File: config.mk
export PLATFORM = sky130hd
export DESIGN_NAME = spi_block_sequencer
export DESIGN_NICKNAME = d
export VERILOG_FILES = /design/src/rtl/spi_block_sequencer.sv
export SDC_FILE = /design/constraint.sdc
export NUM_CORES = 1
export LEC_CHECK = 0
export CAP_MARGIN = 40
export CORE_ASPECT_RATIO = 1.75
export CORE_MARGIN = 5
export CORE_UTILIZATION = 39
export DETAILED_ROUTE_END_ITERATION = 6
export HOLD_SLACK_MARGIN = 0.05
export SYNTH_ARGS = -nofsm -noshare
export SYNTH_HDL_FRONTEND = slang
export SYNTH_SLANG_ARGS = --single-unit
File: constraint.sdc
create_clock -name clk -period 3.4 [get_ports clk]
set_clock_uncertainty 0.1 [all_clocks]
set_input_delay 0.68 -clock clk [delete_from_list [all_inputs] [get_ports clk]]
set_output_delay 0.68 -clock clk [all_outputs]
set_load 0.05 [all_outputs]
File: src/rtl/spi_block_sequencer.sv
// spi_block_sequencer
//
// Bridges 128-bit (8*NBYTES) blocks from the AES datapath onto the
// byte-wide start/tx/rx/done interface of the SPI byte master.
// A block is sent MSB byte first, one SPI transfer per byte.
// There is an optional idle gap between transfers.
// The received bytes are assembled into a response block, and that block
// is returned over a valid/ready handshake.
// A per-byte completion timeout ends a block early. In that case the
// response carries rsp_err = 1 and the bytes never received are zero.

module spi_block_sequencer #(
    parameter int NBYTES         = 16,
    parameter int GAP_CYCLES     = 2,
    parameter int TIMEOUT_CYCLES = 1024,
    localparam int BW            = 8 * NBYTES,
    localparam int IDX_W         = (NBYTES > 1) ? $clog2(NBYTES) : 1
) (
    input  logic             clk,
    input  logic             rst_n,

    // Upstream block interface
    input  logic             blk_valid,
    output logic             blk_ready,
    input  logic [BW-1:0]    blk_tx,

    // Downstream response interface
    output logic             rsp_valid,
    input  logic             rsp_ready,
    output logic [BW-1:0]    rsp_rx,
    output logic             rsp_err,

    // SPI byte master interface
    output logic             spi_start,
    output logic [7:0]       spi_tx,
    input  logic [7:0]       spi_rx,
    input  logic             spi_done,

    // Status
    output logic             busy,
    output logic [IDX_W-1:0] byte_idx
);

    localparam int GAP_W = (GAP_CYCLES > 1) ? $clog2(GAP_CYCLES) : 1;
    localparam int TMO_W = (TIMEOUT_CYCLES > 1) ? $clog2(TIMEOUT_CYCLES) : 1;

    localparam logic [IDX_W-1:0] IDX_LAST = IDX_W'(NBYTES - 1);
    localparam logic [GAP_W-1:0] GAP_LAST = GAP_W'((GAP_CYCLES > 0) ? GAP_CYCLES - 1 : 0);
    localparam logic [TMO_W-1:0] TMO_LAST = TMO_W'((TIMEOUT_CYCLES > 0) ? TIMEOUT_CYCLES - 1 : 0);
    localparam bit               TMO_EN   = (TIMEOUT_CYCLES > 0);
    localparam bit               GAP_EN   = (GAP_CYCLES > 0);

    typedef enum logic [2:0] {
        S_IDLE,
        S_START,
        S_WAIT,
        S_GAP,
        S_RESP
    } state_t;

    state_t           state;
    state_t           state_nxt;

    logic             done_prev;
    logic [BW-1:0]    tx_shift;   // bytes still to send, next one in the top byte
    logic [GAP_W-1:0] gap_cnt;
    logic [TMO_W-1:0] tmo_cnt;

    logic             accept;
    logic             completion;
    logic             tmo_hit;
    logic             gap_end;
    logic             last_byte;
    logic             rsp_take;

    // A completion is a rising edge of spi_done seen while waiting. A level
    // still high from the previous byte is therefore ignored until it falls.
    assign completion = (state == S_WAIT) && spi_done && !done_prev;
    // When the completion and the timeout expiry arrive in the same cycle,
    // the completion wins.
    assign tmo_hit    = TMO_EN && (state == S_WAIT) && !completion && (tmo_cnt == TMO_LAST);
    assign gap_end    = (gap_cnt == GAP_LAST);
    assign last_byte  = (byte_idx == IDX_LAST);
    assign accept     = blk_valid && blk_ready;
    assign rsp_take   = rsp_valid && rsp_ready;

    // State register
    // NOTE: sequential state uses non-blocking (<=) assignments so that every
    // flop samples values from before the clock edge, whatever the block order.
    always_ff @(posedge clk or negedge rst_n) begin
        if (!rst_n) begin
            state <= S_IDLE;
        end else begin
            state <= state_nxt;
        end
    end

    // Next-state decode and state-derived handshake/strobe outputs
    // NOTE: every output of this block gets a default before the case, so no
    // path leaves a signal unassigned and no latch is inferred.
    always_comb begin
        state_nxt = state;
        blk_ready = 1'b0;
        spi_start = 1'b0;
        rsp_valid = 1'b0;
        busy      = 1'b1;

        case (state)
            S_IDLE: begin
                blk_ready = 1'b1;
                busy      = 1'b0;
                if (blk_valid) begin
                    state_nxt = S_START;
                end
            end

            S_START: begin
                spi_start = 1'b1;
                state_nxt = S_WAIT;
            end

            S_WAIT: begin
                if (completion) begin
                    if (last_byte) begin
                        state_nxt = S_RESP;
                    end else if (GAP_EN) begin
                        state_nxt = S_GAP;
                    end else begin
                        state_nxt = S_START;
                    end
                end else if (tmo_hit) begin
                    state_nxt = S_RESP;
                end
            end

            S_GAP: begin
                if (gap_end) begin
                    state_nxt = S_START;
                end
            end

            S_RESP: begin
                rsp_valid = 1'b1;
                if (rsp_ready) begin
                    state_nxt = S_IDLE;
                end
            end

            default: begin
                state_nxt = S_IDLE;
            end
        endcase
    end

    // Edge detector history for spi_done, sampled every cycle
    always_ff @(posedge clk or negedge rst_n) begin
        if (!rst_n) begin
            done_prev <= 1'b0;
        end else begin
            done_prev <= spi_done;
        end
    end

    // Byte datapath: tx byte selection, rx assembly, byte index and error flag
    always_ff @(posedge clk or negedge rst_n) begin
        if (!rst_n) begin
            tx_shift <= '0;
            spi_tx   <= '0;
            rsp_rx   <= '0;
            byte_idx <= '0;
            rsp_err  <= 1'b0;
        end else begin
            if (accept) begin
                spi_tx   <= blk_tx[BW-1 -: 8];
                tx_shift <= blk_tx << 8;
                rsp_rx   <= '0;
                byte_idx <= '0;
                rsp_err  <= 1'b0;
            end

            if (completion) begin
                // Byte k of the block lives in bits [BW-1-8k -: 8], the same
                // order as blk_tx, so positions that were never received stay zero.
                for (int k = 0; k < NBYTES; k++) begin
                    if (byte_idx == IDX_W'(k)) begin
                        rsp_rx[8*(NBYTES-1-k) +: 8] <= spi_rx;
                    end
                end
                // spi_tx only changes once the current byte has completed,
                // so the master sees it stable for the whole transfer.
                if (!last_byte) begin
                    byte_idx <= byte_idx + 1'b1;
                    spi_tx   <= tx_shift[BW-1 -: 8];
                    tx_shift <= tx_shift << 8;
                end
            end

            if (tmo_hit) begin
                rsp_err <= 1'b1;
            end else if (rsp_take) begin
                rsp_err <= 1'b0;
            end
        end
    end

    // Inter-byte gap and per-byte timeout counters
    always_ff @(posedge clk or negedge rst_n) begin
        if (!rst_n) begin
            gap_cnt <= '0;
            tmo_cnt <= '0;
        end else begin
            if (state == S_GAP && !gap_end) begin
                gap_cnt <= gap_cnt + 1'b1;
            end else begin
                gap_cnt <= '0;
            end

            if (state == S_START) begin
                tmo_cnt <= '0;
            end else if (TMO_EN && state == S_WAIT && tmo_cnt != TMO_LAST) begin
                tmo_cnt <= tmo_cnt + 1'b1;
            end
        end
    end

endmodule

==> run_results.csv <==
group,metric,value,unit
run_status,status,"complete, no violations",
power_and_ir_drop,leakage,7.309,nW
timing,slew_viol_final,0,
floorplan,rows,86,
setup_path,cp_max_fo,8,
final_layout,final_cell_area,16300,um^2
floorplan,io_pins,286,
synthesis,yosysWarnings,0,
synthesis,synth_ff_type,"dfrtp_1",
floorplan,die-area,35190,um^2
synthesis,netlist_instances,1427,
global_route,grt_max_degree,268,
final_layout,multi_input_comb_area,4677,um^2
global_route,grt_util_met2,0.3550,
routing,wl_per_cell,17.54,um
final_layout,layout_commonest_cell,"nand2_1",
clocking,clockBufferDepth,3,
synthesis,synth_xor_area_frac,0.001430,
final_layout,seq_area,7107,um^2
placed_design,dp_slack,0.4683,ns
placed_design,dpl-instance-area,15420,um^2
clocking,cts_inserted_buffers,27,
synthesis,synth_nets,1573,
clocking,postCtsHoldBufs,1,
routing,drtIter0Drc,646,
routing,vias,10543,
timing,clock.fmax,0.3256,GHz
clocking,clk_pin_slew_worst_paths,0.06,ns
power_and_ir_drop,powerDensity,716.5,nW/um^2
final_layout,nNetsFinal,1789,
clocking,cts_resized,0,
synthesis,synth.distinct_cells,46,
global_route,met3_usage,0.02896,
routing,drc,0,
flow_run,maxCapViolCount,0,
synthesis,syn_avg_cell_area,8.583,um^2
global_route,use_met1,0.2502,
power_and_ir_drop,ir_drop,518.1,uV
timing,worst_pin_slew,1.305,ns
floorplan,chipWidth,144.0,um
routing,routed_wl,36100,um
placed_design,hpwlAfterDp,24490,um
timing,finalCritPeriodShare,0.9034,
final_layout,fill_cells,2981,
floorplan,coreArea,31310,um^2
synthesis,synth_seq_cells,284,
setup_path,critPathLaunchType,"flop",
clocking,cts_tree,"yes",
synthesis,synth-simple-area-share,0.2563,
global_route,grt_pass1_wl,56590,um
timing,setup_ws,0.3286,ns
final_layout,drive_above_1_share,0.04214,
global_route,top_usage_layer,"met2",
final_layout,synthToLayoutAreaGrowth,33.09,%
clocking,cts_root_buffer,"clkbuf_16",
clocking,post_cts_buffers,0,
floorplan,die_h,244.4,um
synthesis,synth_area,12250,um^2
clocking,insertion_delay,0.53,ns
setup_path,cp_data_required_time,2.62,ns
synthesis,synthMuxAreaShare,0.002554,
min_path,hp-class,"flop to flop",
synthesis,synth-async-reset-ratio,1.000,
clocking,clock_sinks,284,
routing,drt_first_pass_iters,5,
setup_path,critical_path_arrival,2.29,ns
setup_path,criticalPathCategory,"flop to output pin",
floorplan,initial_core_util,0.3912,
routing,viasPerCell,5.123,
synthesis,seq_area_frac_synth,0.5802,
global_route,grt_use_total,0.2004,
placed_design,port_buffers,285,
power_and_ir_drop,power,11.68,mW
timing,setup_viol,0,
timing,slew_headroom,0.1298,
timing,rsz0062_at_grt,"no",
synthesis,synth-edff-count,0,
placed_design,routabilityCongestion,0.7946,
timing,finalHoldViolations,0,
synthesis,yosys.area_share.adder,0.005108,
global_route,grt_overflow,0,
global_route,antenna_found_initial,1,
setup_path,critical_path.endpoint_type,"output pin",
timing,timing.hold.ws,0.3279,ns
synthesis,synth_top_family_by_area,"simple AND/OR/NAND/NOR gates",
final_layout,mostFrequentLayoutCells,"nand2_1, dfrtp_1, clkdlybuf4s50_1",
synthesis,synth_compound_area_frac,0.1145,
timing,fin_setup_tns,0,ns
global_route,grt_pass1_vias,10225,
routing,ant_nets,0,
timing,period_minus_slack,3.071,ns
clocking,cts-htree-levels,1,
-- critical path, cell delays in order, from the launching register on --
cell and delay [ns]:
dfrtp_1 0.46, nor3_1 0.42, clkdlybuf4s50_1 0.89
-- sequential cells by signal, indices dropped and copies added, names as in the netlist --
register	cells
byte_idx	4
done_prev	1
gap_cnt	1
rsp_err	1
rsp_rx	128
spi_tx	8
state	3
tmo_cnt	10
tx_shift	128
-- power by group --
| group | total, mW | internal (mW) | switching (mW) |
|---|---|---|---|
| clock | 3.01 | 1.74 | 1.27 |
| sequential | 4.92 | 4.33 | 0.598 |
| combinational | 3.75 | 1.36 | 2.39 |
| total | 11.7 | 7.42 | 4.26 |
-- worst paths after layout --
path	from	endpoint	slack [ns]	depth (start not counted)
setup reg to reg	byte_idx[0]	tx_shift[64]	0.71	6
setup / recovery	state[0]	blk_ready	0.33	2
hold reg to reg	gap_cnt	gap_cnt	0.33	1
max in group asynchronous	rst_n	tx_shift[82]	1.77	3
hold / removal	gap_cnt	gap_cnt	0.33	1
min in group asynchronous	rst_n	rsp_rx[31]	0.56	2
-- cell type report --
cell class                      count  share of cell area
Multi-Input combinational cell   1016              0.2869
Antenna cell                        1           0.0001535
Clock buffer                       41             0.04836
Sequential cell                   284              0.4360
Tap cell                          396             0.03040
Timing Repair Buffer              308              0.1919
Clock inverter                      6            0.004913
Inverter                            6            0.001382
-- synth_stat cells (2+ instances only) --
master    number  area, um^2
a31oi_1      131       819.5
and4_1        11       96.34
inv_1          6       22.52
nor2b_1        3       18.77
ha_1           5       62.56
nand2_1      520        1952
clkbuf_1     108       405.4
nand3_1       57       285.3
nand4_1        8       50.05
o31ai_1        3       22.52
or4_1          2       15.01
and2_1         2       12.51
buf_1          9       33.78
and3_1         9       56.30
or3_1          3       18.77
dfrtp_1      284        7107
a21oi_1        5       25.02
nor3_1         7       35.03
mux2i_1        2       20.02
a211oi_1       3       22.52
buf_2          2       10.01
o21ai_0       83       415.4
nor2_1       141       529.3
-- logic make-up after synthesis --
| kind of cell | Yosys count |
|---|---|
| multiplexers | 3 |
| adder cells (fa/ha/maj) | 5 |
| flip-flops | 284 |
| AND/OR/NAND/NOR | 771 |
| XOR/XNOR | 2 |
| buffers and inverters | 127 |
| AO/OA/AOI/OAI | 235 |
-- per-stage QoR --
step	utilization	cells
after CTS	0.5205	2057
after floorplan	-	1427
after global routing	0.5206	2058
after global placement	0.4910	2006
after detailed placement	0.4924	2009
final	0.5206	2058
-- layer usage --
metal / wire [um] / up-vias / part of all wire
li1: - / 5149 / -
met1: 14110 / 5038 / 0.39
met2: 18900 / 299 / 0.52
met3: 2106 / 57 / 0.058
met4: 987 / 0 / 0.027
met5: 0 / - / 0
Power figures use the tool's default switching activity.
